[src/rtl/impl_top_uart.sv]
// 8N1 UART receiver top level: the last correctly framed byte is shown on the
// green LEDs (low nibble) and on bit 0 of the four RGB LEDs (high nibble).

module uart_rx #(
   parameter int unsigned CLK_PERIOD_NS = 20,
   parameter int unsigned BIT_PERIOD_NS = 3520
) (
   input  logic       clk,
   input  logic       rst_n,
   input  logic       rxd,
   output logic [7:0] rx_byte,
   output logic       rx_valid
);
   timeunit 1ns;
   timeprecision 1ps;

   localparam int unsigned SAMPLES_PER_BIT   = BIT_PERIOD_NS / CLK_PERIOD_NS;
   localparam int unsigned SAMPLES_THRESHOLD = SAMPLES_PER_BIT / 2;
   localparam int unsigned CW                = $clog2(SAMPLES_PER_BIT + 1);
   localparam logic [CW-1:0] LAST_SAMPLE     = CW'(SAMPLES_PER_BIT - 1);
   localparam logic [CW-1:0] THRESH          = CW'(SAMPLES_THRESHOLD);

   typedef enum logic [1:0] {StIdle, StStart, StData, StStop} state_t;

   state_t        state_q, state_d;
   logic [1:0]    sync_q;
   logic          rxs_prev_q;
   logic [1:0]    fill_q;
   logic [CW-1:0] cnt_q, cnt_d;
   logic [CW-1:0] ones_q, ones_d;
   logic [2:0]    idx_q, idx_d;
   logic [7:0]    sh_q, sh_d;

   logic          rxs;
   logic          armed;
   logic          win_end;
   logic [CW-1:0] ones_sum;
   logic          bit_val;

   assign rxs      = sync_q[1];
   // rxs_prev only holds a real line sample once three edges have passed since
   // reset, so a line that is already low at release is not seen as a start.
   assign armed    = (fill_q == 2'd3);
   assign win_end  = (cnt_q == LAST_SAMPLE);
   assign ones_sum = ones_q + CW'(rxs);
   assign bit_val  = (ones_sum > THRESH);
   assign rx_byte  = sh_q;

   // Synchroniser, edge-detect history and post-reset fill counter.
   always_ff @(posedge clk or negedge rst_n) begin
      if (!rst_n) begin
         sync_q     <= 2'b11;
         rxs_prev_q <= 1'b1;
         fill_q     <= 2'd0;
      end else begin
         sync_q     <= {sync_q[0], rxd};
         rxs_prev_q <= rxs;
         if (fill_q != 2'd3) begin
            fill_q <= fill_q + 2'd1;
         end
      end
   end

   // Receiver state, window counters and shift register.
   always_ff @(posedge clk or negedge rst_n) begin
      if (!rst_n) begin
         state_q <= StIdle;
         cnt_q   <= '0;
         ones_q  <= '0;
         idx_q   <= 3'd0;
         sh_q    <= 8'h00;
      end else begin
         state_q <= state_d;
         cnt_q   <= cnt_d;
         ones_q  <= ones_d;
         idx_q   <= idx_d;
         sh_q    <= sh_d;
      end
   end

   // Next state: majority vote over each bit window, LSB-first assembly.
   always_comb begin
      state_d  = state_q;
      cnt_d    = cnt_q;
      ones_d   = ones_q;
      idx_d    = idx_q;
      sh_d     = sh_q;
      rx_valid = 1'b0;

      if (state_q == StIdle || win_end) begin
         cnt_d  = '0;
         ones_d = '0;
      end else begin
         cnt_d  = cnt_q + CW'(1);
         ones_d = ones_sum;
      end

      unique case (state_q)
         StIdle: begin
            if (armed && rxs_prev_q && !rxs) begin
               state_d = StStart;
            end
         end
         StStart: begin
            if (win_end) begin
               if (bit_val) begin
                  state_d = StIdle;
               end else begin
                  state_d = StData;
                  idx_d   = 3'd0;
               end
            end
         end
         StData: begin
            if (win_end) begin
               sh_d[idx_q] = bit_val;
               if (idx_q == 3'd7) begin
                  state_d = StStop;
               end else begin
                  idx_d = idx_q + 3'd1;
               end
            end
         end
         StStop: begin
            if (win_end) begin
               rx_valid = bit_val;
               state_d  = StIdle;
            end
         end
         default: state_d = StIdle;
      endcase
   end
endmodule

module impl_top_uart #(
   parameter int unsigned CLK_PERIOD_NS = 20,
   parameter int unsigned BIT_PERIOD_NS = 3520
) (
   input  logic       clk,
   input  logic [3:0] sw,
   output logic [2:0] rgb0,
   output logic [2:0] rgb1,
   output logic [2:0] rgb2,
   output logic [2:0] rgb3,
   output logic [3:0] led,
   input  logic       uart_rxd
);
   timeunit 1ns;
   timeprecision 1ps;

   logic       rst_n;
   logic [7:0] data;
   logic [7:0] rx_byte;
   logic       rx_valid;
   logic       unused_sw;

   assign rst_n     = sw[0];
   assign unused_sw = ^sw[3:1];

   uart_rx #(
      .CLK_PERIOD_NS(CLK_PERIOD_NS),
      .BIT_PERIOD_NS(BIT_PERIOD_NS)
   ) i_uart_rx (
      .clk     (clk),
      .rst_n   (rst_n),
      .rxd     (uart_rxd),
      .rx_byte (rx_byte),
      .rx_valid(rx_valid)
   );

   // Hold the last byte whose stop bit was sampled high.
   always_ff @(posedge clk or negedge rst_n) begin
      if (!rst_n) begin
         data <= 8'h00;
      end else if (rx_valid) begin
         data <= rx_byte;
      end
   end

   assign led  = data[3:0];
   assign rgb0 = {2'b00, data[4]};
   assign rgb1 = {2'b00, data[5]};
   assign rgb2 = {2'b00, data[6]};
   assign rgb3 = {2'b00, data[7]};
endmodule

[config.mk]
export PLATFORM = sky130hd
export DESIGN_NAME = impl_top_uart
export DESIGN_NICKNAME = d
export VERILOG_FILES = /design/src/rtl/impl_top_uart.sv
export SDC_FILE = /design/constraint.sdc
export NUM_CORES = 1
export LEC_CHECK = 0
export CAP_MARGIN = 25
export CORE_MARGIN = 5
export CORE_UTILIZATION = 45
export DETAILED_ROUTE_END_ITERATION = 10
export GPL_ROUTABILITY_DRIVEN = 1
export MAX_ROUTING_LAYER = met4
export PLACE_DENSITY = 0.78
export SYNTH_ARGS = -nofsm -noshare
export SYNTH_HDL_FRONTEND = slang
export SYNTH_SLANG_ARGS = --single-unit
[constraint.sdc]
create_clock -name clk -period 2.9 [get_ports clk]
set_input_delay 0.58 -clock clk [delete_from_list [all_inputs] [get_ports clk]]
set_output_delay 0.58 -clock clk [all_outputs]
set_load 0.05 [all_outputs]
==> impl_metrics.ini, run 1 <==
[detailed_routing]
wl_per_cell_um = 13.3
firstDrtPassIters = 5
viasPerCell = 5.06
finalWirelength_um = 3240
drtIter0Drc = 39
antenna_left = 0
drc_errors = 0
vias = 1229

[sta]
period_needed_ns = 2.57
skew_ns = 0.00919
max_freq_ghz = 0.389
finalSetupViolCount = 0
maxSlewViolCount = 0
setup_tns_ns = 0
slew_headroom_pct = 40.4
rsz0062_at_grt = false
finalHoldWorstSlack_ns = 0.357
hold_viol_final = 0
tightest_slew_ns = 0.894
timing.final.crit_share_pct = 88.8

[logic_synthesis]
ys_types = 33
synth_area_per_cell_um2 = 11.6
synth_edf_count = 0
ys_seq_area_share_pct = 52.0
yosys_warnings = 0
synthArstFlopShare_pct = 100
ys_ff_latch = 42
syn_area_um2 = 2030
syn_inst = 175
synth-main-ff-cell = dfrtp_1

[global_route]
grt_pass1_wl_um = 5890
grt_pass1_vias = 1282
overflow = 0
grt_max_degree = 43
antenna_found_initial = 0
grt_usage_pct = 12.8

[cts]
numCtsBuffers = 5
htree_levels = 2
clk_path_buf_depth = 2
tritoncts = yes
postCtsResizedCells = 0
cts_sinks = 42
clockRootBuffer = clkbuf_8
cts.clk_slew.worst_paths_ns = 0.07
postCtsSetupRepairBufs = 0
clock_latency_ns = 0.30
cts.hold.buffers_added = 0

[finish]
final_common_cell = dfrtp_1
stdcell_area_um2 = 2260
utilization_pct = 51.8
drive_above_1_share_pct = 18.8
antennaDiodeCount = 0
area_delta_synth_final_pct = 11.3
fill_cells = 382
layout.nets = 206
most-common-layout-cells = 39 x dfrtp_1, 22 x nor2_1, 11 x nand2_1

[placed_design]
dpl.hpwl_um = 2210
portBuffers = 10
gp_congestion = 0.797
post_dp_cell_area_um2 = 2150

[worst_setup_path]
crit_fanout = 8
crit-reg2reg-launch = i_uart_rx.sync_q[1]$_DFF_PN1_
end_kind = flip-flop
cp_cell_sequence = ha_1 -> ha_1 -> nand3_1 -> xor2_1 -> o311a_1 -> o21ai_2 -> and3_1 -> buf_4 -> mux2_4
crit_type = reg -> reg
crit_slowest_cell = dfstp_2
crit_start = i_uart_rx.sync_q[1]$_DFF_PN1_
cp.required_ns = 3.08
critPathMostFrequentCell = ha_1
cpPeakStageDelay_ns = 0.54
crit_arrival_ns = 2.76
startpoint_type = flip-flop

[floorplanning]
initial_core_util_pct = 46.6
die_y_um = 77.1
die_w_um = 77.1
core_area_um2 = 4350
boundaryPins = 22
dieArea_um2 = 5950
rows = 24

[hold_path]
hold_path_class = reg -> reg
min_from = i_uart_rx.sync_q[0]$_DFF_PN1_

[run_status]
status = complete, no violations

[power_and_ir_drop]
peakVddDrop_uv = 419
p_leak_nw = 1.06
powerDensity_nw_per_um2 = 671

[run]
maxCapViolCount = 0
-- state kept, by name, summed over array words and instances, names as in the netlist, named ones only --
| register | flops |
|---|---|
| i_uart_rx.idx_q | 3 |
| data | 8 |
| i_uart_rx.sync_q | 2 |
| i_uart_rx.cnt_q | 8 |
| i_uart_rx.rxs_prev_q | 1 |
| i_uart_rx.rx_byte | 8 |
| i_uart_rx.state_q | 1 |
| i_uart_rx.fill_q | 2 |
| i_uart_rx.ones_q | 8 |
-- cell families after synthesis --
kind of cell	share of synthesized area [%]
flops	52.0
simple gates	14.4
compound gates	4.38
mux	12.7
buf+inv	5.00
xor+xnor	5.19
fa+ha+maj	6.17
other cells	0.185
-- worst max-delay path, delay by kind of cell, from the launching register on --
family                     cells  cell delay (ns)
AOI/OAI and AO/OA              2             0.52
xor gates and xnor gates       1             0.17
adders and majority gates      2             0.43
buffers and inverters          1             0.20
DFF                            1             0.54
muxes                          1             0.31
and+or+nand+nor                2             0.28
-- area by class of cell --
cell class	instances	area (um2)	area share, %
clock buffer	6	72.6	3.22
sequential	42	1050	46.8
multi-input combinational	124	897	39.8
tap	52	65.1	2.88
inverter	5	18.8	0.832
clock inverter	2	37.5	1.66
timing repair buffer	12	110	4.88
-- metrics by stage --
stage                     instances  total power, mW  worst slack (ns)
final                           243             1.51             0.326
after global routing            243             1.62             0.202
after CTS                       243             1.53             0.313
after detailed placement        235             1.07             0.328
after global placement          235             1.05             0.346
after floorplan                 182            0.994             0.554
-- path summary, 6_finish.rpt --
check	end	slack (ns)	cells past startpoint
max in group asynchronous	i_uart_rx.cnt_q[7]$_DFF_PN0_	1.93	1
max	data[5]$_DFFE_PN0P_	0.33	9
min	i_uart_rx.sync_q[1]$_DFF_PN1_	0.36	0
max reg2reg	data[5]$_DFFE_PN0P_	0.33	9
min in group asynchronous	i_uart_rx.ones_q[2]$_DFF_PN0_	0.40	1
min reg2reg	i_uart_rx.sync_q[1]$_DFF_PN1_	0.36	0
-- metal layers --
layer  up-vias  wire, um  GRT usage (%)
met5         -         0              -
met4         0        85           7.73
met3         6       130           3.40
met2        28      1480           19.1
met1       593      1540           15.4
li1        602         -              -
-- power by group --
| part | total, mW | switching [mW] | internal [mW] | leakage (nW) |
|---|---|---|---|---|
| sequential | 0.701 | 0.0568 | 0.644 | 0.558 |
| clock | 0.457 | 0.200 | 0.257 | 0.0514 |
| combinational | 0.355 | 0.216 | 0.139 | 0.453 |
| total | 1.51 | 0.473 | 1.04 | 1.06 |
-- synthesized netlist by cell type, drive strengths merged (3+ instances only) --
cell | n | share of area (%)
dfrtp | 39 | 48
nor2 | 22 | 4.1
mux2 | 18 | 12
nand2 | 11 | 2.0
buf | 10 | 3.9
ha | 10 | 6.2
nand3 | 9 | 2.2
xor2 | 8 | 3.5
o21ai | 7 | 1.9
and3 | 6 | 1.9
inv | 5 | 0.93
a21oi | 4 | 1.5
and2 | 4 | 1.2
xnor2 | 4 | 1.7
dfstp | 3 | 3.9
No activity file was read; power rests on OpenSTA's default activity.
==> run 2, diff against run 1 <==
--- a/config.mk
+++ b/config.mk
@@ -7,11 +7,11 @@
 export LEC_CHECK = 0
 export CAP_MARGIN = 25
 export CORE_MARGIN = 5
-export CORE_UTILIZATION = 45
+export CORE_UTILIZATION = 40
 export DETAILED_ROUTE_END_ITERATION = 10
 export GPL_ROUTABILITY_DRIVEN = 1
 export MAX_ROUTING_LAYER = met4
-export PLACE_DENSITY = 0.78
+export PLACE_DENSITY = 0.72
 export SYNTH_ARGS = -nofsm -noshare
 export SYNTH_HDL_FRONTEND = slang
 export SYNTH_SLANG_ARGS = --single-unit
==> run 2 against run 1 <==
Sequential share of layout area shrank 0.44 points. Clock skew down 0.0026 ns. Via count shrank 0.98%. Routed wire length decreased by 1.1%. Sequential power about the same. Clock-buffer cell count is 1 lower. Utilization shrank 6.4 points. Die area rose by 11%. Critical path type unchanged. Largest cell class unchanged. Largest power group unchanged.
==> impl_metrics.ini, run 2 (synthesis gave the netlist of run 1 again) <==
[worst_setup_path]
rrSetupSlack_ns = 0.35
crit_buf_inv = 1
crit-reg2reg-launch = i_uart_rx.sync_q[1]$_DFF_PN1_
cp.required_ns = 3.08
crit_slowest_cell = dfstp_2
crit_fanout = 8
reg2regPathDepth = 9
cpPeakStageDelay_ns = 0.54
r2r-end = data[4]$_DFFE_PN0P_
end_kind = flip-flop
cp_cell_sequence = ha_1 -> ha_1 -> nand3_1 -> xor2_1 -> o311a_1 -> o21ai_2 -> and3_1 -> buf_4 -> mux2_4
startpoint_type = flip-flop
crit_arrival_ns = 2.72
crit_family = flip-flops
critPathMostFrequentCell = ha_1
crit_type = reg -> reg

[floorplanning]
rows = 26
die_w_um = 81.2
initial_core_util_pct = 40.5
die_y_um = 81.2
core_area_um2 = 5010
dieArea_um2 = 6590
boundaryPins = 22

[sta]
tightest_slew_ns = 0.897
max_freq_ghz = 0.393
setup_tns_ns = 0
period_needed_ns = 2.55
timing.final.crit_share_pct = 87.8
rsz0062_at_grt = false
maxSlewViolCount = 0
slew_headroom_pct = 40.2
hold_viol_final = 0
skew_ns = 0.00664
finalSetupViolCount = 0

[hold_path]
min_from = i_uart_rx.sync_q[0]$_DFF_PN1_
hold_path_end = i_uart_rx.sync_q[1]$_DFF_PN1_
min_path_cells = 0
hold_path_class = reg -> reg

[power_and_ir_drop]
p_leak_nw = 1.07
powerDensity_nw_per_um2 = 660
peakVddDrop_uv = 289

[finish]
utilization_pct = 45.5
final_cells = 261
final_common_cell = dfrtp_1
antennaDiodeCount = 0
area_delta_synth_final_pct = 12.3
most-common-layout-cells = 39 x dfrtp_1, 22 x nor2_1, 11 x nand2_1
layout.nets = 206
drive_above_1_share_pct = 19.4
fill_cells = 478

[detailed_routing]
antenna_left = 0
firstDrtPassIters = 4
finalWirelength_um = 3200
drtIter0Drc = 64
viasPerCell = 4.66
wl_per_cell_um = 12.3
vias = 1217
drc_errors = 0

[placed_design]
portBuffers = 10
gp_congestion = 0.809
dpl.cell_count = 253
dpl.hpwl_um = 2220

[cts]
cts.clk_slew.worst_paths_ns = 0.07
postCtsSetupRepairBufs = 0
cts.hold.buffers_added = 0
clock_latency_ns = 0.29
postCtsResizedCells = 0
tritoncts = yes
clk_path_buf_depth = 2
clockRootBuffer = clkbuf_8
numCtsBuffers = 5
htree_levels = 2
cts_sinks = 42

[global_route]
grt_max_degree = 43
grt_pass1_wl_um = 5720
grt_pass1_vias = 1256
overflow = 0
antenna_found_initial = 0
grt_usage_pct = 11.6

[run]
maxCapViolCount = 0

[run_status]
status = complete, no violations
run 2: per-stage QoR:
step / total power [mW] / hold slack (ns) / setup WS, ns / area, um2
finish: 1.50 / 0.363 / 0.353 / 2280
global route: 1.62 / 0.370 / 0.205 / 2280
CTS: 1.53 / 0.365 / 0.319 / 2280
detailed placement: 1.07 / 0.353 / 0.337 / 2170
global placement: 1.06 / 0.352 / 0.342 / 2170
floorplan: 0.994 / 0.284 / 0.554 / 2050
run 2: area by class of cell:
| cell class | count | area (um2) | area share [%] |
|---|---|---|---|
| Clock inverter | 3 | 40.0 | 1.76 |
| Timing Repair Buffer | 12 | 110 | 4.84 |
| Multi-Input combinational cell | 124 | 897 | 39.4 |
| Inverter | 5 | 18.8 | 0.824 |
| Tap cell | 70 | 87.6 | 3.85 |
| Clock buffer | 5 | 68.8 | 3.02 |
| Sequential cell | 42 | 1050 | 46.3 |
run 2: worst register-to-register path: stages (launching register included):
cell and delay (ns):
dfstp_2 0.54, ha_1 0.20, ha_1 0.23, nand3_1 0.10
xor2_1 0.17, o311a_1 0.37, o21ai_2 0.14, and3_1 0.16
buf_4 0.20, mux2_4 0.32
run 2: where the power goes:
part / leakage (nW) / switching (mW) / internal (mW) / total, mW
logic: 0.453 / 0.218 / 0.139 / 0.356
clock network: 0.0579 / 0.192 / 0.253 / 0.446
registers: 0.558 / 0.0573 / 0.644 / 0.702
run 2: metal layers:
metal | wire length (um) | vias up | global-route usage (%)
li1 | - | 600 | -
met1 | 1470 | 595 | 14.1
met2 | 1550 | 17 | 18.3
met3 | 115 | 5 | 2.99
met4 | 68 | 0 | 5.07
met5 | 0 | - | -
run 2: how the worst max path moves through the flow:
stage | startpoint | endpoint | slack, ns | cells after the start
CTS | i_uart_rx.sync_q[1]$_DFF_PN1_ | data[4]$_DFFE_PN0P_ | 0.32 | 9
detailed placement | i_uart_rx.sync_q[1]$_DFF_PN1_ | data[1]$_DFFE_PN0P_ | 0.34 | 9
global route | i_uart_rx.sync_q[1]$_DFF_PN1_ | data[4]$_DFFE_PN0P_ | 0.20 | 9
finish | i_uart_rx.sync_q[1]$_DFF_PN1_ | data[4]$_DFFE_PN0P_ | 0.35 | 9
floorplan | i_uart_rx.sync_q[1]$_DFF_PN1_ | data[0]$_DFFE_PN0P_ | 0.55 | 9
global placement | i_uart_rx.sync_q[1]$_DFF_PN1_ | data[4]$_DFFE_PN0P_ | 0.34 | 9
